**src/rtl/e5a2_arb.sv**
```systemverilog
// e5a2_arb -- 8-way arbiter with fixed-priority / round-robin selection and
// a hold counter that forces preemption after MAXHOLD consecutive grant cycles.
//
// Ports:
//   clk   : clock, all state updates on the rising edge
//   rst   : asynchronous active-high reset
//   req   : level-sensitive requests, req[k] belongs to requester k
//   mode  : 0 = fixed priority (7 highest), 1 = round-robin
//   gnt   : registered one-hot grant
//   gid   : registered encoded owner, requester k reported as 7-k
//   valid : registered, high exactly when gnt is nonzero
module e5a2_arb #(
  parameter int MAXHOLD = 8
) (
  input  logic       clk,
  input  logic       rst,
  input  logic [7:0] req,
  input  logic       mode,
  output logic [7:0] gnt,
  output logic [2:0] gid,
  output logic       valid
);

  typedef enum logic {IDLE, BUSY} state_t;

  localparam logic [7:0] HMAX = 8'(MAXHOLD);

  state_t     state_q, state_d;
  logic [2:0] owner_q, owner_d;
  logic [2:0] last_q, last_d;
  logic [7:0] hcnt_q, hcnt_d;
  logic [7:0] gnt_q, gnt_d;
  logic [2:0] gid_q, gid_d;
  logic       valid_q, valid_d;

  logic       arb;
  logic [7:0] cand;
  logic [7:0] others;
  logic [2:0] start;
  logic [3:0] pick_res;

  // Saturating increment of the hold counter.
  function automatic logic [7:0] sat_inc(input logic [7:0] v);
    return (v >= HMAX) ? HMAX : v + 8'd1;
  endfunction

  // Scan downward from 'start', wrapping 0 -> 7; returns {found, index}.
  function automatic logic [3:0] pick(input logic [7:0] r, input logic [2:0] s);
    logic       found;
    logic [2:0] win;
    logic [2:0] idx;
    found = 1'b0;
    win   = 3'd0;
    for (int i = 0; i < 8; i++) begin
      idx = s - 3'(i);
      if (!found && r[idx]) begin
        found = 1'b1;
        win   = idx;
      end
    end
    return {found, win};
  endfunction

  always_comb begin
    state_d = state_q;
    owner_d = owner_q;
    last_d  = last_q;
    hcnt_d  = hcnt_q;
    gnt_d   = gnt_q;
    gid_d   = gid_q;
    valid_d = valid_q;
    arb     = 1'b0;
    cand    = req;
    // mode only matters when arb is raised, so it is effectively sampled at
    // arbitration edges and never disturbs a sitting owner.
    start   = mode ? (last_q - 3'd1) : 3'd7;
    others  = req & ~(8'd1 << owner_q);

    case (state_q)
      IDLE: begin
        if (|req) begin
          arb = 1'b1;
        end else begin
          gnt_d   = 8'h00;
          valid_d = 1'b0;
        end
      end
      BUSY: begin
        if (!req[owner_q]) begin
          // Owner released: hand over in the same edge, no idle bubble.
          if (|others) begin
            arb  = 1'b1;
            cand = others;
          end else begin
            state_d = IDLE;
            gnt_d   = 8'h00;
            valid_d = 1'b0;
            hcnt_d  = 8'd0;
          end
        end else if (hcnt_q >= HMAX && |others) begin
          // Hold limit reached with competition: preempt, owner excluded.
          arb  = 1'b1;
          cand = others;
        end else begin
          hcnt_d = sat_inc(hcnt_q);
        end
      end
      default: begin
        state_d = IDLE;
      end
    endcase

    pick_res = pick(cand, start);
    if (arb && pick_res[3]) begin
      state_d = BUSY;
      owner_d = pick_res[2:0];
      last_d  = pick_res[2:0];
      hcnt_d  = 8'd1;
      gnt_d   = 8'd1 << pick_res[2:0];
      gid_d   = ~pick_res[2:0];
      valid_d = 1'b1;
    end
  end

  always_ff @(posedge clk or posedge rst) begin
    if (rst) begin
      state_q <= IDLE;
      owner_q <= 3'd0;
      last_q  <= 3'd0;
      hcnt_q  <= 8'd0;
      gnt_q   <= 8'h00;
      gid_q   <= 3'd0;
      valid_q <= 1'b0;
    end else begin
      state_q <= state_d;
      owner_q <= owner_d;
      last_q  <= last_d;
      hcnt_q  <= hcnt_d;
      gnt_q   <= gnt_d;
      gid_q   <= gid_d;
      valid_q <= valid_d;
    end
  end

  assign gnt   = gnt_q;
  assign gid   = gid_q;
  assign valid = valid_q;

endmodule

```
**config.mk**
```make
export PLATFORM = sky130hd
export DESIGN_NAME = e5a2_arb
export DESIGN_NICKNAME = d
export VERILOG_FILES = /design/src/rtl/e5a2_arb.sv
export SDC_FILE = /design/constraint.sdc
export NUM_CORES = 1
export LEC_CHECK = 0
export ABC_CLOCK_PERIOD_IN_PS = 4850
export CORE_MARGIN = 4
export CORE_UTILIZATION = 59
export DETAILED_ROUTE_END_ITERATION = 10
export PLACE_DENSITY = 0.93
export SLEW_MARGIN = 20
export SYNTH_ARGS = -nofsm -noshare
export SYNTH_HDL_FRONTEND = slang
export SYNTH_SLANG_ARGS = --single-unit
```
**constraint.sdc**
```tcl
create_clock -name clk -period 4.85 [get_ports clk]
set_clock_uncertainty 0.05 [all_clocks]
set_input_delay 0.485 -clock clk [delete_from_list [all_inputs] [get_ports clk]]
set_output_delay 0.485 -clock clk [all_outputs]
set_load 0.02 [all_outputs]
```
# ---- Word-level counts from Yosys, hierarchy flattened
# Cells that the tools add are included.
dict set report totals {
  reg_bits 24
  latchBits 0
  ramBits 0
  romBits 0
  memories 0
}
dict set report op_classes {
  addsub 9
  multipliers 0
  div 0
  n_lt_le_gt_ge 10
  n_eq_ne 5
  n_shift 2
  n_mux 62
  n_bitwise 4
  n_reduce_logical 21
}
# cell n
set op_table {}
lappend op_table {{2-to-1 mux 8 bit} 13}
lappend op_table {{< comparator 3 x 4 -> 1 bit (second input constant)} 9}
lappend op_table {{2-to-1 mux 1 bit} 28}
lappend op_table {{binary-select mux 1 bit (select 3 bit)} 9}
lappend op_table {{2-to-1 mux 3 bit} 9}
lappend op_table {{case mux 8 bit (2 select lines)} 1}
lappend op_table {{OR reduction 8 bit} 2}
lappend op_table {{left shift 1 x 3 -> 8 bit (first input constant)} 2}
lappend op_table {{inequality test 3 x 2 -> 1 bit (second input constant)} 4}
lappend op_table {{subtractor 3 bit (second input constant)} 4}
lappend op_table {{logical AND 1 bit} 9}
lappend op_table {{adder 8 x 1 -> 8 bit (second input constant)} 1}
lappend op_table {{bitwise AND 8 bit} 1}
lappend op_table {{greater-or-equal comparator 8 x 4 -> 1 bit (second input constant)} 1}
lappend op_table {{NOT 8 bit} 1}
lappend op_table {{logical NOT 1 bit} 7}
lappend op_table {{AND reduction 3 bit} 2}
lappend op_table {{subtractor 3 x 1 -> 3 bit (second input constant)} 2}
lappend op_table {{subtractor 3 x 2 -> 3 bit (second input constant)} 2}
lappend op_table {{case mux 1 bit (2 select lines)} 2}
lappend op_table {{inequality test 3 bit (second input constant)} 1}
lappend op_table {{NOT 3 bit} 1}
lappend op_table {{nonzero test 2 bit} 1}
lappend op_table {{NOT 1 bit} 1}

# ---- Longest topological paths before layout
# Gate-level depths: netlist of run 1.
dict set report depth {
  ltp_word 35
  depth_mapped 16
  ltp_nobuf 13
}

# ---- Worst setup path before layout of run 1
# No wires, ideal clock.
dict set report synth_timing {
  kind {reg2reg}
  startpoint {register last_q[0]}
  endpoint {register gnt_q[5] (netlist: gnt[5])}
  setup_time_ns 0.122
  arrival_ns 3.888
  required_time_ns 4.678
  slack_ns 0.791
  path_stages_with_launch 16
  cell_sequence {dfrtp_1 buf_4 inv_1 ha_1 nand2_1 inv_1 clkbuf_1 ha_1 xnor2_1 mux4_2 or3_1 o41ai_4 nor2_4 and2_1 buf_6 a32o_1}
}
dict set report synth_between {
  elab_chain_len 35
  word_cells_on_any_way 77
  classes_between {add/sub: 8; eq/ne: 3; shift: 2; mux: 44; bitwise: 2; reduce/logical: 18}
}
# item line
set synth_lines {}
lappend synth_lines {{start, declared} 30} ;# logic [2:0] last_q, last_d;
lappend synth_lines {{start signal, assigned} 137} ;# last_q <= last_d;
lappend synth_lines {{left shift 1 x 3 -> 8 bit} n/a}
lappend synth_lines {{NOT 8 bit} n/a}
lappend synth_lines {{bitwise AND 8 bit} n/a}
lappend synth_lines {{OR reduction 8 bit} n/a}
lappend synth_lines {{logical AND 1 bit} n/a}
lappend synth_lines {{2-to-1 mux 8 bit (3 in series)} n/a}
lappend synth_lines {{binary-select mux 1 bit (select 3 bit)} 56} ;# if (!found && r[idx]) begin
lappend synth_lines {{2-to-1 mux 1 bit (not written as such)} 56}
lappend synth_lines {{[17 not listed]} n/a}
lappend synth_lines {{logical AND 1 bit} 56}
lappend synth_lines {{2-to-1 mux 1 bit} 56}
lappend synth_lines {{logical NOT 1 bit} 56}
lappend synth_lines {{logical AND 1 bit} 56}
lappend synth_lines {{2-to-1 mux 1 bit} 56}
lappend synth_lines {{logical AND 1 bit} 114} ;# if (arb && pick_res[3]) begin
lappend synth_lines {{inequality test 3 bit (no source line) / inequality test 3 x 2 -> 1 bit (equally long branches)} n/a}
lappend synth_lines {{AND reduction 3 bit (no source line)} n/a}
lappend synth_lines {{end signal, assigned} 139} ;# gnt_q <= gnt_d;
lappend synth_lines {{end, declared} 32} ;# logic [7:0] gnt_q, gnt_d;
# Parallel ways exist; a longest one is shown, timed or not. The select of a mux whose other input is x is not followed.
# A chain may end at the register's enable or synchronous reset.

# ---- Worst setup path after layout of run 1
dict set report layout_timing {
  startpoint {register last_q[0]}
  endpoint {register gnt_q[2] (netlist: gnt[2])}
}
# The elaborated chain is that of the path after synthesis.

==> results of run 1 <==
routing by layer:
| layer | global-route usage | wire length, um |
|---|---|---|
| met3 | 0.0334 | 590 |
| met2 | 0.456 | 3410 |
| met4 | 0.0850 | 144 |
| met1 | 0.363 | 2890 |
| met5 | 0 | 0 |
flip-flops by register name, indices dropped and copies added (netlist names):
register and flops:
gid 3, gnt 8, hcnt_q 8, last_q 3
state_q 1, valid 1
Yosys cell counts (2+ instances only):
cell | n | area [sq um]
a21o_1 | 2 | 15.0
a21oi_1 | 7 | 35.0
a31o_1 | 3 | 26.3
a31oi_1 | 2 | 12.5
a32o_1 | 8 | 80.1
a32oi_1 | 2 | 17.5
and2_1 | 10 | 62.6
and3_1 | 9 | 56.3
buf_1 | 2 | 7.51
buf_4 | 3 | 22.5
clkbuf_1 | 6 | 22.5
dfrtp_1 | 24 | 601
ha_1 | 10 | 125
inv_1 | 12 | 45.0
mux2_2 | 7 | 78.8
mux2i_1 | 12 | 120
mux4_2 | 13 | 293
nand2_1 | 30 | 113
nand2b_1 | 4 | 25.0
nand3_1 | 10 | 50.1
nand4_1 | 2 | 12.5
nor2_1 | 23 | 86.3
nor2b_1 | 2 | 12.5
nor3_1 | 9 | 45.0
nor4_1 | 3 | 18.8
o2111ai_1 | 2 | 17.5
o211ai_1 | 3 | 22.5
o21ai_0 | 8 | 40.0
o21ai_1 | 5 | 25.0
o22a_1 | 2 | 17.5
o22ai_1 | 8 | 50.1
o31ai_1 | 2 | 15.0
o31ai_2 | 7 | 87.6
or3_1 | 2 | 12.5
xnor2_1 | 4 | 35.0
final timing paths:
kind / endpoint / depth (start not counted)
worst max-delay path: gnt[2]$_DFFE_PP0P_ / 13
worst min-delay path: hcnt_q[2]$_DFFE_PP0P_ / 1
worst min register to register: hcnt_q[2]$_DFFE_PP0P_ / 1
worst max register to register: gnt[2]$_DFFE_PP0P_ / 13
max in group asynchronous: gnt[2]$_DFFE_PP0P_ / 2
min in group asynchronous: gid[1]$_DFFE_PP0P_ / 2
layout by cell type, fill, tap and decap left out, types with 3 or more instances in the layout:
cell type and count:
clkdlybuf4s50_1 22, and2_1 10, dfrtp_1 24, a21oi_1 7, o211ai_1 3, o21ai_1 5, nand2_1 30, o31ai_2 7
ha_1 10, o21ai_0 8, nand3_1 10, and3_1 9, xnor2_1 4, inv_1 12, nor4_1 3, nor3_1 9
a32o_1 8, mux4_2 13, mux2i_1 12, nor2_1 23, buf_4 14, nand2b_1 4, o22ai_1 8, mux2_2 7
a31o_1 3, clkbuf_8 3
per-stage QoR:
step           power [mW]  instance area [sq um]
2_1_floorplan        1.83                   2640
3_3_place_gp         2.24                   2970
3_5_place_dp         2.28                   2970
4_1_cts              2.48                   3040
5_1_grt              2.71                   3040
6_report             2.52                   3040
power by group:
group | internal, mW | total, mW | leakage [nW] | switching, mW
Sequential | 0.261 | 0.338 | 0.301 | 0.0768
Combinational | 0.828 | 2.01 | 0.930 | 1.18
Clock | 0.110 | 0.174 | 0.0357 | 0.0636
Total | 1.20 | 2.52 | 1.27 | 1.32
area by class of cell:
class,count,area share
Sequential cell,24,0.198
Clock inverter,1,0.00989
Tap cell,52,0.0214
Inverter,13,0.0161
Clock buffer,3,0.0136
Timing Repair Buffer,36,0.107
Multi-Input combinational cell,238,0.634
cells by family (layout without fill, tap and decap cells):
family / count (synthesis) / after routing / synth area share
compound gates: 77 / 77 / 0.251
xor+xnor: 5 / 5 / 0.0166
fa+ha+maj: 10 / 10 / 0.0473
buf+inv: 26 / 53 / 0.0445
flops: 24 / 24 / 0.227
mux: 34 / 34 / 0.196
simple gates: 112 / 112 / 0.218
==> parameters.txt, run 1 <==
Parameter                              Value

Status
  Run status    finished clean

Yosys
  Mean Syn Cell Area    9.18 sq um
  Number of enable-type register cells in the synthesized netlist    0
  Syn nets    309
  Share of flip-flops with an asynchronous set or reset    1.00
  Synth warnings    0
  Synth unique cells    65
  Most used DFF post-synth    dfrtp_1
  Fraction of the yosys area taken by sequential cells    0.227
  Post-synthesis instance area    2640 sq um
  Register bit count reported by yosys    24
  Synthesized instance count    288

Critical path
  Category of the most critical setup path    flop to flop
  Endpoint required time on the critical path    roughly 5 ns
  CP arrival    ~4.8 ns
  Top fanout value on the critical path    11
  Series of cell instances along the critical path    inv_1, ha_1, o21ai_1, nor4_2, buf_4, o31ai_2, mux4_2, nand2_1, mux4_2, o311ai_0, a32oi_1, nor3_1, a32o_1
  Dominant delay contributor by cell family on the critical path    compound AO/OA/AOI/OAI gates
  Startpoint type of the worst setup path    flop
  Most common cell type on the critical path    mux4_2
  Reg2Reg Setup Slack    0.22 ns
  Critical path launch point    last_q[0]$_DFFE_PP0P_
  Library cell contributing the largest single delay on the critical path    dfrtp_1
  Delay of the slowest cell on the worst path    between 0.6 and 0.7 ns
  Crit Reg-Reg Startpoint    last_q[0]$_DFFE_PP0P_
  Category of the worst setup path capture point    flop
  Total buffers and inverters traversed by the critical path    2

STA
  Final hold violation count    0
  Measured slew at the worst slew-check pin    approximately 0.86 ns
  Count of final setup violators    0
  Final worst path period share    0.955
  Max Clock Freq    around 220 MHz
  Setup Total Neg Slack    0 ns
  Worst path setup slack after routing    between 0.2 and 0.25 ns
  Setup repair after global routing missed its margin    no
  Minimum hold slack    between 0.4 and 0.5 ns
  Post-route minimum period    roughly 4.6 ns
  Number of pins with negative max-slew slack in the final report    0
  Worst slew margin    0.424

CTS
  Clock root buffer    clkbuf_8
  Level count of the clock H-tree    1
  Number of sinks handled by clock tree synthesis    24
  Number of hold-repair buffers added at the cts stage    0
  Clk Latency, worst-skew pair    approximately 0.27 ns
  Clock tree from TritonCTS    yes
  Number of resized instances in the post-cts repair step    0
  Maximum buffer depth of the clock tree    2
  Clock edge transition at the registers on the reported setup and hold paths    approximately 0.08 ns
  Post-CTS setup repair buffer count    0
  CTS Buf Count    3

Drt
  Wirelength per Cell    around 19 um
  Number of DRC violations after detailed-routing iteration 0    432
  Via count of the routed design    around 2600
  Count of unresolved DRC violations after routing    0
  Total Wirelength    approximately 7000 um
  Detailed-route vias per instance    approximately 7
  First-pass detailed-route iteration total    5
  Post-DRT Antenna Nets    0

Global routing
  Total track usage    0.270
  Number of antenna violations at the first check in global routing    0
  First-pass GRT wire length    around 12000 um
  Vias in the first global route    around 2500
  Global route total overflow    0
  Maximum number of pins on one net before global-route repair    25

Final layout
  Fraction of layout cells with a size suffix above 1    0.178
  Antenna diodes    0
  Final core area utilization    0.697
  Post-route insts no fill    367
  Total area of sequential cells    roughly 600 sq um
  Number of nets in the layout    approximately 340
  Area growth from synthesis to final layout    14.9%
  Fill count    around 300
  Footprint of the multi-input gates    1930 sq um

Place
  HPWL Detailed    5250 um
  Gp weighted congestion    around 0.96
  Setup Slack @ Placement    between 0.15 and 0.2 ns
  Total placed cells including tap cells    approximately 360
  Port Buffers    22

Floorplan
  Total core area    4350 sq um
  Die span in x    about 75 um
  Std cell rows    24
  Vertical extent of the die    74.9 um
  Die footprint    5620 sq um
  Number of I/O pins    23
  Effective utilization at floorplan    0.607

Power and ir drop
  LEAKAGE    around 1.3 nW
  Worst-case vdd ir drop    slightly below 500 uV
  Pwr per Cell Area    just over 800 nW/um^2

Hold path
  Hold Startpoint    hcnt_q[2]$_DFFE_PP0P_
  Path category of the worst min-delay check    flop to flop

Run
  Max-cap viol count    0
No activity file was read; power rests on OpenSTA's default activity.
==> run 2: changes to the inputs <==
--- a/config.mk
+++ b/config.mk
@@ -5,7 +5,7 @@
 export SDC_FILE = /design/constraint.sdc
 export NUM_CORES = 1
 export LEC_CHECK = 0
-export ABC_CLOCK_PERIOD_IN_PS = 4850
+export ABC_CLOCK_PERIOD_IN_PS = 5000
 export CORE_MARGIN = 4
 export CORE_UTILIZATION = 59
 export DETAILED_ROUTE_END_ITERATION = 10
==> constraint.sdc (replaced) <==
create_clock -name clk -period 5 [get_ports clk]
set_clock_uncertainty 0.05 [all_clocks]
set_input_delay 0.5 -clock clk [delete_from_list [all_inputs] [get_ports clk]]
set_output_delay 0.5 -clock clk [all_outputs]
set_load 0.02 [all_outputs]
==> run 2 against run 1 <==
Final area down 1.8%. Core utilization is 1.2 points lower. Wire length down 0.21%. Largest power group unchanged. Critical endpoint is now gnt[4]$_DFFE_PP0P_. Sequential power down 4%. First-iteration DRC count decreased by 32%. Flip-flop and latch count unchanged. Critical path depth unchanged. Worst setup slack improved by 0.23 ns. Hold slack worse by 0.013 ns. Power decreased by 6.1%. Critical path type unchanged.
==> parameters.txt, run 2 (synthesis gave the netlist of run 1 again) <==
Parameter                              Value

Global routing
  Total track usage    0.268 (was 0.270)
  Global route total overflow    0 (unchanged)
  Vias in the first global route    2413 (was 2548)
  Maximum number of pins on one net before global-route repair    25 (unchanged)
  Number of antenna violations at the first check in global routing    0 (unchanged)
  First-pass GRT wire length    11900 um (about the same)

Floorplan
  Effective utilization at floorplan    0.607 (unchanged)
  Total core area    4350 sq um (unchanged)
  Die footprint    5620 sq um (unchanged)
  Number of I/O pins    23 (unchanged)
  Vertical extent of the die    74.9 um (unchanged)
  Die span in x    74.9 um (unchanged)
  Std cell rows    24 (unchanged)

CTS
  Clock tree from TritonCTS    yes (unchanged)
  Number of sinks handled by clock tree synthesis    24 (unchanged)
  Maximum buffer depth of the clock tree    2 (unchanged)
  CTS Buf Count    3 (unchanged)
  Number of resized instances in the post-cts repair step    0 (unchanged)
  Level count of the clock H-tree    1 (unchanged)
  Clock edge transition at the registers on the reported setup and hold paths    0.08 ns (about the same)
  Clk Latency, worst-skew pair    0.26 ns (was 0.27 ns)
  Number of hold-repair buffers added at the cts stage    0 (unchanged)
  Clock root buffer    clkbuf_8 (unchanged)
  Post-CTS setup repair buffer count    0 (unchanged)

Drt
  Via count of the routed design    2593 (was 2574)
  Count of unresolved DRC violations after routing    0 (unchanged)
  Wirelength per Cell    19.4 um (was 19.2 um)
  Highest metal layer with signal wires    met4 (unchanged)
  Detailed-route vias per instance    7.16 (was 7.01)
  Metal3 WL    674 um (was 590 um)
  Total Wirelength    7020 um (was 7040 um)
  Post-Route M1 WL    2860 um (was 2890 um)
  Post-DRT Antenna Nets    0 (unchanged)
  Routed length on met2    3280 um (was 3410 um)
  Number of DRC violations after detailed-routing iteration 0    294 (was 432)
  First-pass detailed-route iteration total    5 (unchanged)

Place
  Gp weighted congestion    0.947 (was 0.959)
  Placed Instance Area    2930 sq um (was 2970 sq um)
  HPWL Detailed    5140 um (was 5250 um)
  Total placed cells including tap cells    358 (was 363)
  Port Buffers    22 (unchanged)
  Setup Slack @ Placement    0.232 ns (was 0.150 ns)

STA
  Count of final setup violators    0 (unchanged)
  Minimum hold slack    0.429 ns (was 0.442 ns)
  Max Clock Freq    220 MHz (was 216 MHz)
  Setup Total Neg Slack    0 ns (unchanged)
  Number of pins with negative max-slew slack in the final report    0 (unchanged)
  Post-route minimum period    4.55 ns (was 4.63 ns)
  Final hold violation count    0 (unchanged)
  Worst path setup slack after routing    0.453 ns (was 0.220 ns)
  Measured slew at the worst slew-check pin    0.849 ns (was 0.864 ns)
  Final worst path period share    0.909 (was 0.955)
  Setup repair after global routing missed its margin    no (unchanged)
  Worst slew margin    0.433 (was 0.424)

Critical path
  Category of the worst setup path capture point    flop (unchanged)
  Top fanout value on the critical path    11 (unchanged)
  Series of cell instances along the critical path    inv_1, ha_1, o22ai_1, nor4_2, buf_4, o31ai_2, mux2i_1, mux4_2, nor3_1, a221o_1, a21oi_1, a31oi_1, a32o_1 (was inv_1, ha_1, o21ai_1, nor4_2, buf_4, o31ai_2, mux4_2, nand2_1, mux4_2, o311ai_0, a32oi_1, nor3_1, a32o_1)
  Category of the most critical setup path    flop to flop (unchanged)
  Endpoint required time on the critical path    5.15 ns (was 5.01 ns)
  Dominant delay contributor by cell family on the critical path    compound AO/OA/AOI/OAI gates (unchanged)
  Delay of the slowest cell on the worst path    0.68 ns (was 0.65 ns)
  Total buffers and inverters traversed by the critical path    2 (unchanged)
  Startpoint type of the worst setup path    flop (unchanged)
  Library cell contributing the largest single delay on the critical path    o31ai_2 (was dfrtp_1)
  CP arrival    4.70 ns (was 4.79 ns)

Power and ir drop
  Worst-case vdd ir drop    523 uV (was 496 uV)
  Switching power share of the total    0.536 (was 0.524)
  Net load switching power    1.27 mW (was 1.32 mW)
  Combinational cell fraction of total power    0.809 (was 0.797)
  Pwr per Cell Area    793 nW/um^2 (was 830 nW/um^2)
  Part of the power in the clock network    0.054 (was 0.069)
  LEAKAGE    1.24 nW (was 1.27 nW)
  Total power consumption of the routed design    2.37 mW (was 2.52 mW)
  P_int    1.10 mW (was 1.20 mW)
  Register share of total power    0.137 (was 0.134)

Final layout
  Post-route insts no fill    362 (was 367)
  Commonest non-fill, non-tap cell in the layout    nand2_1 (unchanged)
  Area growth from synthesis to final layout    12.8% (was 14.9%)
  Fill count    336 (was 304)
  Final core area utilization    0.685 (was 0.697)
  Fraction of layout cells with a size suffix above 1    0.165 (was 0.178)
  Number of nets in the layout    332 (was 337)
  Post-route design area    2980 sq um (was 3040 sq um)
  Most frequent cells in the layout    nand2_1 (30), dfrtp_1 (24), nor2_1 (23) (unchanged)
  Antenna diodes    0 (unchanged)

Hold path
  Path category of the worst min-delay check    flop to flop (unchanged)

Status
  Run status    finished clean (unchanged)

Run
  Max-cap viol count    0 (unchanged)
-- run 2: path summary, 6_finish.rpt --
kind                                        from                     to  slack (ns)  cells past startpoint
hold / removal             hcnt_q[2]$_DFFE_PP0P_  hcnt_q[2]$_DFFE_PP0P_        0.43                      1
min in group asynchronous                    rst  hcnt_q[0]$_DFFE_PP0P_        0.66                      2
hold reg to reg            hcnt_q[2]$_DFFE_PP0P_  hcnt_q[2]$_DFFE_PP0P_        0.43                      1
setup reg to reg           last_q[0]$_DFFE_PP0P_     gnt[4]$_DFFE_PP0P_        0.45                     13
max in group asynchronous                    rst     gnt[2]$_DFFE_PP0P_        3.72                      2
setup / recovery           last_q[0]$_DFFE_PP0P_     gnt[4]$_DFFE_PP0P_        0.45                     13
-- run 2: power groups by stage --
stage | Clock (mW) | Sequential (mW) | Combinational, mW
6_report | 0.129 | 0.324 | 1.91
5_1_grt | 0.139 | 0.334 | 2.06
4_1_cts | 0.131 | 0.324 | 1.86
3_5_place_dp | 0 | 0.326 | 1.85
3_3_place_gp | 0 | 0.325 | 1.81
2_1_floorplan | 0 | 0.325 | 1.45
-- run 2: area by class of cell --
cell class	count	area, sq um	share of cell area
clock buffer	4	55.1	0.0185
inverter	13	48.8	0.0164
multi-input combinational	238	1930	0.646
sequential	24	601	0.201
tap	52	65.1	0.0218
timing repair buffer	31	288	0.0965
-- run 2: routing by layer --
metal	up-vias	GRT usage
li1	1156	-
met1	1229	0.362
met4	0	0.0850
met2	180	0.444
met3	28	0.0414
met5	-	0
